**src/rtl/bus_arbiter_if.sv**
```systemverilog
// Signal bundle for bus_arbiter: four requester ports and the shared bus.
// master = requester side, slave = arbiter side.
interface bus_arbiter_if #(
  parameter int unsigned ADDR_W = 16,
  parameter int unsigned DATA_W = 256
);
  logic [3:0]        Req;
  logic [3:0]        Done;
  logic [ADDR_W-1:0] Addr0, Addr1, Addr2, Addr3;
  logic              nRead0, nRead1, nRead2, nRead3;
  logic              nWrite0, nWrite1, nWrite2, nWrite3;
  logic [DATA_W-1:0] Data0, Data1, Data2, Data3;

  logic [3:0]        Grant;
  logic [1:0]        GrantId;
  logic [ADDR_W-1:0] address;
  logic              nRead;
  logic              nWrite;
  logic [DATA_W-1:0] BusDataOut;
  logic              BusBusy;
  logic              TimeoutErr;

  modport master (
    output Req, Done,
    output Addr0, Addr1, Addr2, Addr3,
    output nRead0, nRead1, nRead2, nRead3,
    output nWrite0, nWrite1, nWrite2, nWrite3,
    output Data0, Data1, Data2, Data3,
    input  Grant, GrantId, address, nRead, nWrite, BusDataOut, BusBusy, TimeoutErr
  );

  modport slave (
    input  Req, Done,
    input  Addr0, Addr1, Addr2, Addr3,
    input  nRead0, nRead1, nRead2, nRead3,
    input  nWrite0, nWrite1, nWrite2, nWrite3,
    input  Data0, Data1, Data2, Data3,
    output Grant, GrantId, address, nRead, nWrite, BusDataOut, BusBusy, TimeoutErr
  );
endinterface

```
**src/rtl/bus_arbiter.sv**
```systemverilog
// Four-requester round-robin arbiter for a shared bus, state updates on falling Clk edge.
// Define BUS_ARB_TIMEOUT_EN to build the hold counter, forced release and TimeoutErr.
module bus_arbiter #(
  parameter int unsigned ADDR_W   = 16,
  parameter int unsigned DATA_W   = 256,
  parameter int unsigned MAX_HOLD = 16
) (
  input logic             Clk,
  input logic             nReset,
  bus_arbiter_if.slave    bus
);

  typedef enum logic [1:0] {StIdle, StGrant, StOwn, StRelease} state_e;

  state_e     state_q, state_d;
  logic [1:0] grant_id_q, grant_id_d;
  logic [1:0] last_id_q, last_id_d;

  logic              pick_valid;
  logic [1:0]        pick_id;
  logic              own_req, own_done, own_nrd, own_nwr;
  logic [ADDR_W-1:0] own_addr;
  logic [DATA_W-1:0] own_data;
  logic              timeout;

  // Owner's request-side signals; non-owners never reach the bus.
  always_comb begin
    own_req  = bus.Req[grant_id_q];
    own_done = bus.Done[grant_id_q];
    own_addr = '0;
    own_data = '0;
    own_nrd  = 1'b1;
    own_nwr  = 1'b1;
    unique case (grant_id_q)
      2'd0: begin
        own_addr = bus.Addr0; own_data = bus.Data0; own_nrd = bus.nRead0; own_nwr = bus.nWrite0;
      end
      2'd1: begin
        own_addr = bus.Addr1; own_data = bus.Data1; own_nrd = bus.nRead1; own_nwr = bus.nWrite1;
      end
      2'd2: begin
        own_addr = bus.Addr2; own_data = bus.Data2; own_nrd = bus.nRead2; own_nwr = bus.nWrite2;
      end
      2'd3: begin
        own_addr = bus.Addr3; own_data = bus.Data3; own_nrd = bus.nRead3; own_nwr = bus.nWrite3;
      end
      default: ;
    endcase
  end

  // Scan from last_id+1 upward with wrap; descending loop lets the nearest set bit win.
  always_comb begin
    logic [1:0] cand;
    pick_valid = |bus.Req;
    pick_id    = last_id_q;
    for (int k = 4; k >= 1; k--) begin
      cand = last_id_q + k[1:0];
      if (bus.Req[cand]) pick_id = cand;
    end
  end

  always_comb begin
    state_d    = state_q;
    grant_id_d = grant_id_q;
    last_id_d  = last_id_q;
    unique case (state_q)
      StIdle: begin
        if (pick_valid) begin
          grant_id_d = pick_id;
          state_d    = StGrant;
        end
      end
      StGrant: state_d = StOwn;
      StOwn: begin
        if (own_done || !own_req || timeout) state_d = StRelease;
      end
      StRelease: begin
        last_id_d = grant_id_q;
        state_d   = StIdle;
      end
      default: state_d = StIdle;
    endcase
  end

  always_ff @(negedge Clk or negedge nReset) begin
    if (!nReset) begin
      state_q    <= StIdle;
      grant_id_q <= 2'd0;
      last_id_q  <= 2'd3;
    end else begin
      state_q    <= state_d;
      grant_id_q <= grant_id_d;
      last_id_q  <= last_id_d;
    end
  end

`ifdef BUS_ARB_TIMEOUT_EN
  localparam int unsigned HoldW = $clog2(MAX_HOLD) + 1;

  logic [HoldW-1:0] hold_q, hold_d;
  logic             timeout_err_q, timeout_err_d;

  assign timeout = (state_q == StOwn) && (hold_q == HoldW'(MAX_HOLD - 1));

  always_comb begin
    hold_d = hold_q;
    if (state_q == StGrant) begin
      hold_d = '0;
    end else if (state_q == StOwn) begin
      hold_d = (&hold_q) ? hold_q : hold_q + 1'b1;
    end
    // Done or a Req drop in the same cycle makes it an ordinary release.
    timeout_err_d = timeout && !own_done && own_req;
  end

  always_ff @(negedge Clk or negedge nReset) begin
    if (!nReset) begin
      hold_q        <= '0;
      timeout_err_q <= 1'b0;
    end else begin
      hold_q        <= hold_d;
      timeout_err_q <= timeout_err_d;
    end
  end

  assign bus.TimeoutErr = timeout_err_q;
`else
  assign timeout        = 1'b0;
  assign bus.TimeoutErr = 1'b0;

  // MAX_HOLD has no effect without the timeout logic.
  if (MAX_HOLD == 0) begin : g_no_hold_limit
  end
`endif

  assign bus.GrantId = grant_id_q;

  always_comb begin
    bus.Grant      = '0;
    bus.address    = '0;
    bus.nRead      = 1'b1;
    bus.nWrite     = 1'b1;
    bus.BusDataOut = '0;
    bus.BusBusy    = 1'b0;
    unique case (state_q)
      StGrant: begin
        bus.Grant      = 4'b0001 << grant_id_q;
        bus.address    = own_addr;
        bus.BusDataOut = own_data;
        bus.BusBusy    = 1'b1;
      end
      StOwn: begin
        bus.Grant      = 4'b0001 << grant_id_q;
        bus.address    = own_addr;
        bus.BusDataOut = own_data;
        bus.nRead      = own_nrd;
        bus.nWrite     = own_nwr;
        bus.BusBusy    = 1'b1;
      end
      StRelease: bus.BusBusy = 1'b1;
      default: ;
    endcase
  end

endmodule

```
**src/flat_wrapper.sv**
```systemverilog
// flat-port wrapper written by rule: the top's interface ports become plain ports
module bus_arbiter_flat 
#(
  parameter int unsigned ADDR_W   = 16,
  parameter int unsigned DATA_W   = 256,
  parameter int unsigned MAX_HOLD = 16
)
  (Clk, nReset, bus_Req, bus_Done, bus_Addr0, bus_Addr1, bus_Addr2, bus_Addr3, bus_nRead0, bus_nRead1, bus_nRead2, bus_nRead3, bus_nWrite0, bus_nWrite1, bus_nWrite2, bus_nWrite3, bus_Data0, bus_Data1, bus_Data2, bus_Data3, bus_Grant, bus_GrantId, bus_address, bus_nRead, bus_nWrite, bus_BusDataOut, bus_BusBusy, bus_TimeoutErr);
  bus_arbiter_if #(.ADDR_W(ADDR_W), .DATA_W(DATA_W)) bus_i ();
  input logic Clk;
  input logic nReset;
  input wire logic [$bits(bus_i.Req)-1:0] bus_Req;
  input wire logic [$bits(bus_i.Done)-1:0] bus_Done;
  input wire logic [$bits(bus_i.Addr0)-1:0] bus_Addr0;
  input wire logic [$bits(bus_i.Addr1)-1:0] bus_Addr1;
  input wire logic [$bits(bus_i.Addr2)-1:0] bus_Addr2;
  input wire logic [$bits(bus_i.Addr3)-1:0] bus_Addr3;
  input wire logic [$bits(bus_i.nRead0)-1:0] bus_nRead0;
  input wire logic [$bits(bus_i.nRead1)-1:0] bus_nRead1;
  input wire logic [$bits(bus_i.nRead2)-1:0] bus_nRead2;
  input wire logic [$bits(bus_i.nRead3)-1:0] bus_nRead3;
  input wire logic [$bits(bus_i.nWrite0)-1:0] bus_nWrite0;
  input wire logic [$bits(bus_i.nWrite1)-1:0] bus_nWrite1;
  input wire logic [$bits(bus_i.nWrite2)-1:0] bus_nWrite2;
  input wire logic [$bits(bus_i.nWrite3)-1:0] bus_nWrite3;
  input wire logic [$bits(bus_i.Data0)-1:0] bus_Data0;
  input wire logic [$bits(bus_i.Data1)-1:0] bus_Data1;
  input wire logic [$bits(bus_i.Data2)-1:0] bus_Data2;
  input wire logic [$bits(bus_i.Data3)-1:0] bus_Data3;
  output wire logic [$bits(bus_i.Grant)-1:0] bus_Grant;
  output wire logic [$bits(bus_i.GrantId)-1:0] bus_GrantId;
  output wire logic [$bits(bus_i.address)-1:0] bus_address;
  output wire logic [$bits(bus_i.nRead)-1:0] bus_nRead;
  output wire logic [$bits(bus_i.nWrite)-1:0] bus_nWrite;
  output wire logic [$bits(bus_i.BusDataOut)-1:0] bus_BusDataOut;
  output wire logic [$bits(bus_i.BusBusy)-1:0] bus_BusBusy;
  output wire logic [$bits(bus_i.TimeoutErr)-1:0] bus_TimeoutErr;
  assign bus_i.Req = bus_Req;
  assign bus_i.Done = bus_Done;
  assign bus_i.Addr0 = bus_Addr0;
  assign bus_i.Addr1 = bus_Addr1;
  assign bus_i.Addr2 = bus_Addr2;
  assign bus_i.Addr3 = bus_Addr3;
  assign bus_i.nRead0 = bus_nRead0;
  assign bus_i.nRead1 = bus_nRead1;
  assign bus_i.nRead2 = bus_nRead2;
  assign bus_i.nRead3 = bus_nRead3;
  assign bus_i.nWrite0 = bus_nWrite0;
  assign bus_i.nWrite1 = bus_nWrite1;
  assign bus_i.nWrite2 = bus_nWrite2;
  assign bus_i.nWrite3 = bus_nWrite3;
  assign bus_i.Data0 = bus_Data0;
  assign bus_i.Data1 = bus_Data1;
  assign bus_i.Data2 = bus_Data2;
  assign bus_i.Data3 = bus_Data3;
  assign bus_Grant = bus_i.Grant;
  assign bus_GrantId = bus_i.GrantId;
  assign bus_address = bus_i.address;
  assign bus_nRead = bus_i.nRead;
  assign bus_nWrite = bus_i.nWrite;
  assign bus_BusDataOut = bus_i.BusDataOut;
  assign bus_BusBusy = bus_i.BusBusy;
  assign bus_TimeoutErr = bus_i.TimeoutErr;
  bus_arbiter #(.ADDR_W(ADDR_W), .DATA_W(DATA_W), .MAX_HOLD(MAX_HOLD)) u_core (.Clk(Clk), .nReset(nReset), .bus(bus_i));
endmodule
```
**config.mk**
```make
export PLATFORM = sky130hd
export DESIGN_NAME = bus_arbiter_flat
export DESIGN_NICKNAME = d
export VERILOG_FILES = /design/src/rtl/bus_arbiter_if.sv /design/src/rtl/bus_arbiter.sv /design/src/flat_wrapper.sv
export SDC_FILE = /design/constraint.sdc
export NUM_CORES = 1
export LEC_CHECK = 0
export CAP_MARGIN = 20
export CORE_AREA = 2 2 535 537
export DETAILED_ROUTE_END_ITERATION = 8
export DIE_AREA = 0 0 537 539
export GPL_ROUTABILITY_DRIVEN = 0
export HOLD_SLACK_MARGIN = 0.02
export PLACE_DENSITY = 0.3
export SLEW_MARGIN = 20
export SYNTH_ARGS = -nofsm -noshare
export SYNTH_HDL_FRONTEND = slang
export SYNTH_SLANG_ARGS = --single-unit
export TNS_END_PERCENT = 10
```
**constraint.sdc**
```tcl
create_clock -name Clk -period 2.24 [get_ports Clk]
set_input_delay 0.448 -clock Clk [delete_from_list [all_inputs] [get_ports Clk]]
set_output_delay 0.448 -clock Clk [all_outputs]
set_load 0.02 [all_outputs]
```
## Word level (Yosys, flattened, before mapping)

Index checks and enable logic that the tools add are counted.

| word-level totals | value |
|---|---|
| input port bits | 1106 |
| word-level logic and storage cells | 54 |
| output and inout port bits | 282 |
| bits in registers | 6 |

| operators by class | value |
|---|---|
| mux-type cells | 26 |
| $lt $le $gt $ge | 4 |
| reduce and logical (&&, ||, !) cells | 9 |
| equality and inequality tests | 8 |
| shift-type cells | 1 |
| add/sub/neg operators | 3 |

Operator list:

| operator | number |
|---|---|
| $pmux W256 S4 | 1 |
| $mux W256 | 1 |
| $pmux W16 S4 | 1 |
| $mux W16 | 1 |
| $lt A2 B3 Y1 const B | 4 |
| $bmux W1 S2 | 5 |
| $mux W2 | 5 |
| $eq A2 B2 Y1 const B | 4 |
| $mux W1 | 8 |
| $pmux W1 S4 | 2 |
| $pmux W2 S4 | 1 |
| $add A2 B2 Y2 const B | 2 |
| $eq A2 B1 Y1 const B | 2 |
| $logic_not A2 Y1 | 2 |
| $mux W4 | 1 |
| $ne A2 B1 Y1 const B | 2 |
| $reduce_and A2 Y1 | 2 |
| $reduce_or A4 Y1 | 1 |
| $shl A1 B2 Y4 const A | 1 |
| $reduce_or A3 Y1 | 1 |
| $add A2 B1 Y2 const B | 1 |
| $reduce_or A2 Y1 | 1 |
| $logic_not A1 Y1 | 1 |
| $logic_or A1 B1 Y1 | 1 |

## Longest topological paths before layout

| depth | value |
|---|---|
| depth in word-level cells | 6 |
| gate-level depth with buffers | 6 |
| gate-level depth less buffers | 4 |

==> results.yml <==
die:
  die_w_microns: 537
  start_util_pct: 3.196
  fp-row-count: 196
  die_y_microns: 539
  pin_count: 1388
  dieArea_sq_um: 289400
  core_area_sq_um: 284000
clock_network:
  cts_buffers: 3
  htreeDepth: 1
  cts.sinks: 6
  cts_hold_buf: 0
  cts_root_buffer: "clkbuf_16"
  clockBufferDepth: 2
  insertion_delay_ps: 320
  cts_tree: "built"
  clk_pin_slew_worst_paths_ps: 30
detailed_routing:
  ant_nets: 0
  wl_per_cell_microns: 38.86
  firstDrtPassIters: 5
  post_drt_via_cell_ratio: 2.739
  drt-initial-drc-count: 1038
  vias: 16510
  drc: 0
  totalWireLength_mm: 234.2
yosys:
  syn-num-nets: 1799
  synth_compound_area_share_pct: 0.8135
  synth_fa_ha_area_share_pct: 0.5515
  synth_top_family_by_area: "multiplexers"
  yosysSeqAreaShare_pct: 1.682
  netlist_area_sq_um: 9075
  netlist_instances: 689
  synth.avg_cell_area_sq_um: 13.17
  synth_top_cells_by_area: "mux4_2 68%, and2_1 19%, buf_12 2.4%, buf_8 1.7%, clkbuf_1 1.6%"
  synthSimpleGateAreaFrac_pct: 19.78
  synth_xor_area_share_pct: 0
  yosysUniqueCellTypes: 32
  yosys_warnings: 0
  synth-seq-cells: 6
  netlist.area_leader.share_pct: 68.00
  synthMuxAreaShare_pct: 68.62
  synth_top_area_cell: "mux4_2"
worst_setup_path:
  crit_path_end_kind: "output port"
  arrival_ps: 3550
  worst_setup_path_start_kind: "flop"
  critical_path_class: "reg -> out"
  cp_max_fo: 8
  crit_required_ps: 1790
status:
  status: "complete, but fails checks"
  violations: "setup timing"
global_route:
  antenna_found_initial: 412
  grt_pass1_vias: 15760
  grt_use_met1_pct: 16.93
  grt-ovfl-total: 0
  grt_util_met2_pct: 23.48
  busiest_layer: "met2"
  grt_max_degree: 39
  grt_pass1_wl_mm: 268.4
  grt_use_met3_pct: 12.17
  track_usage_pct: 15.42
place:
  place.port_buffers: 1386
  hpwl_mm: 219.1
  dp_cells: 5874
finish:
  layout_commonest_cell: "clkdlybuf4s50_1"
  nFillCells: 32550
  final_cell_mix: "1097 x clkdlybuf4s50_1, 274 x mux4_2, 189 x and2_4"
  multi_input_area_sq_um: 8693
  areaGrowthSynthToFinish_pct: 236.8
  seq_area_sq_um: 152.6
  instances_no_fill: 6025
  nNetsFinal: 3279
  drive_gt1_share_pct: 43.54
min_path:
  hold_path.class: "reg -> reg"
timing:
  slew_viol_final: 0
  finalClockSkew_ps: 47.96
  setup_viol: 285
  hold_viol: 0
  setup_ws_ps: -1755
  rsz0062_at_grt: "yes"
power_and_ir_drop:
  p_per_area_nw_per_um2: 1457
  p_leak_uw: 0.01044
  ir_drop_mv: 0.7422
  total_power_uw: 44540
run:
  drv_cap: 0
repair_timing:
action                                  4_1_cts  5_1_grt
endpoints found under the hold margin         0        0
cloned                                        8        2
buffers inserted                             23       22
pin swaps                                    36       57
gates resized for setup                     600      396
endpoints found under the setup margin      285      285
through the flow:
step	cell area, sq um	setup slack, ps	util (%)	hold slack (ps)	TNS, ps
final	30570	-1755	10.76	593.0	-438340
after global routing	30380	-1794	10.70	610.2	-456350
after CTS	29640	-1825	10.44	563.3	-460660
after detailed placement	28470	-1723	10.02	555.5	-419040
after global placement	28470	-1732	10.02	542.9	-419080
after floorplan	9180	-1037	-	449.5	-285430
critical path, cell delays in order, from the launching register on:
cell           delay (ps)
dfrtn_1               460
buf_12                160
buf_16                190
buf_6                 190
mux4_2                540
and2_1                190
dlygate4sd2_1         340
report_power, final:
group	switching, uW	internal [uW]	leakage, uW	total (uW)
Clock	76.7	242	0.0000494	318
Sequential	74.1	187	0.0000683	261
Combinational	21900	22100	0.0103	44000
metal layers:
metal / part of all wire [%] / wire length (microns)
met3: 18 / 41100
met1: 37 / 86900
met2: 42 / 98190
met5: 0.98 / 2302
met4: 2.4 / 5665
cell usage after synthesis (all sizes together):
master / count
nand2: 2
and3b: 1
dfstp: 2
nand2b: 3
nor3b: 2
o22ai: 1
o211ai: 1
o22a: 1
o21ai: 3
and3: 1
nand3b: 1
nor4: 1
a311o: 1
dfrtn: 4
mux2: 5
and2: 272
o311ai: 1
a32oi: 1
inv: 7
ha: 4
clkbuf: 39
a2bb2oi: 1
mux4: 274
buf: 55
conb: 1
nor2: 3
nor2b: 2
final timing paths:
path | startpoint | end | cells past startpoint | slack (ps)
worst max-delay path | u_core.bus.GrantId[0] | bus_BusDataOut[170] | 6 | -1750
worst min-delay path | u_core.state_q[0] | u_core.state_q[0] | 2 | 590
worst max register to register | u_core.bus.GrantId[0] | u_core.state_q[1] | 7 | 150
worst min register to register | u_core.state_q[0] | u_core.state_q[0] | 2 | 590
max in group asynchronous | nReset | u_core.bus.GrantId[1] | 2 | 500
min in group asynchronous | nReset | u_core.bus.GrantId[0] | 2 | 1610
layout make-up:
| type | count | area share [%] |
|---|---|---|
| flip-flops and latches | 6 | 0.4994 |
| clock inverters | 2 | 0.02456 |
| multi-input cells | 582 | 28.44 |
| well taps | 3762 | 15.40 |
| repair buffers | 1568 | 54.52 |
| diodes | 95 | 0.7777 |
| clock buffers | 4 | 0.2579 |
| inverters | 6 | 0.08186 |
logic make-up after synthesis:
logic type / count (synthesis)
other cells: 1
mux: 279
simple gates: 288
compound gates: 10
fa+ha+maj: 4
buf+inv: 101
flops: 6
flip-flops by register name (all words and copies together) (netlist names):
name                cells
u_core.bus.GrantId      2
u_core.state_q          2
u_core.last_id_q        2
No activity file was read; power rests on OpenSTA's default activity.
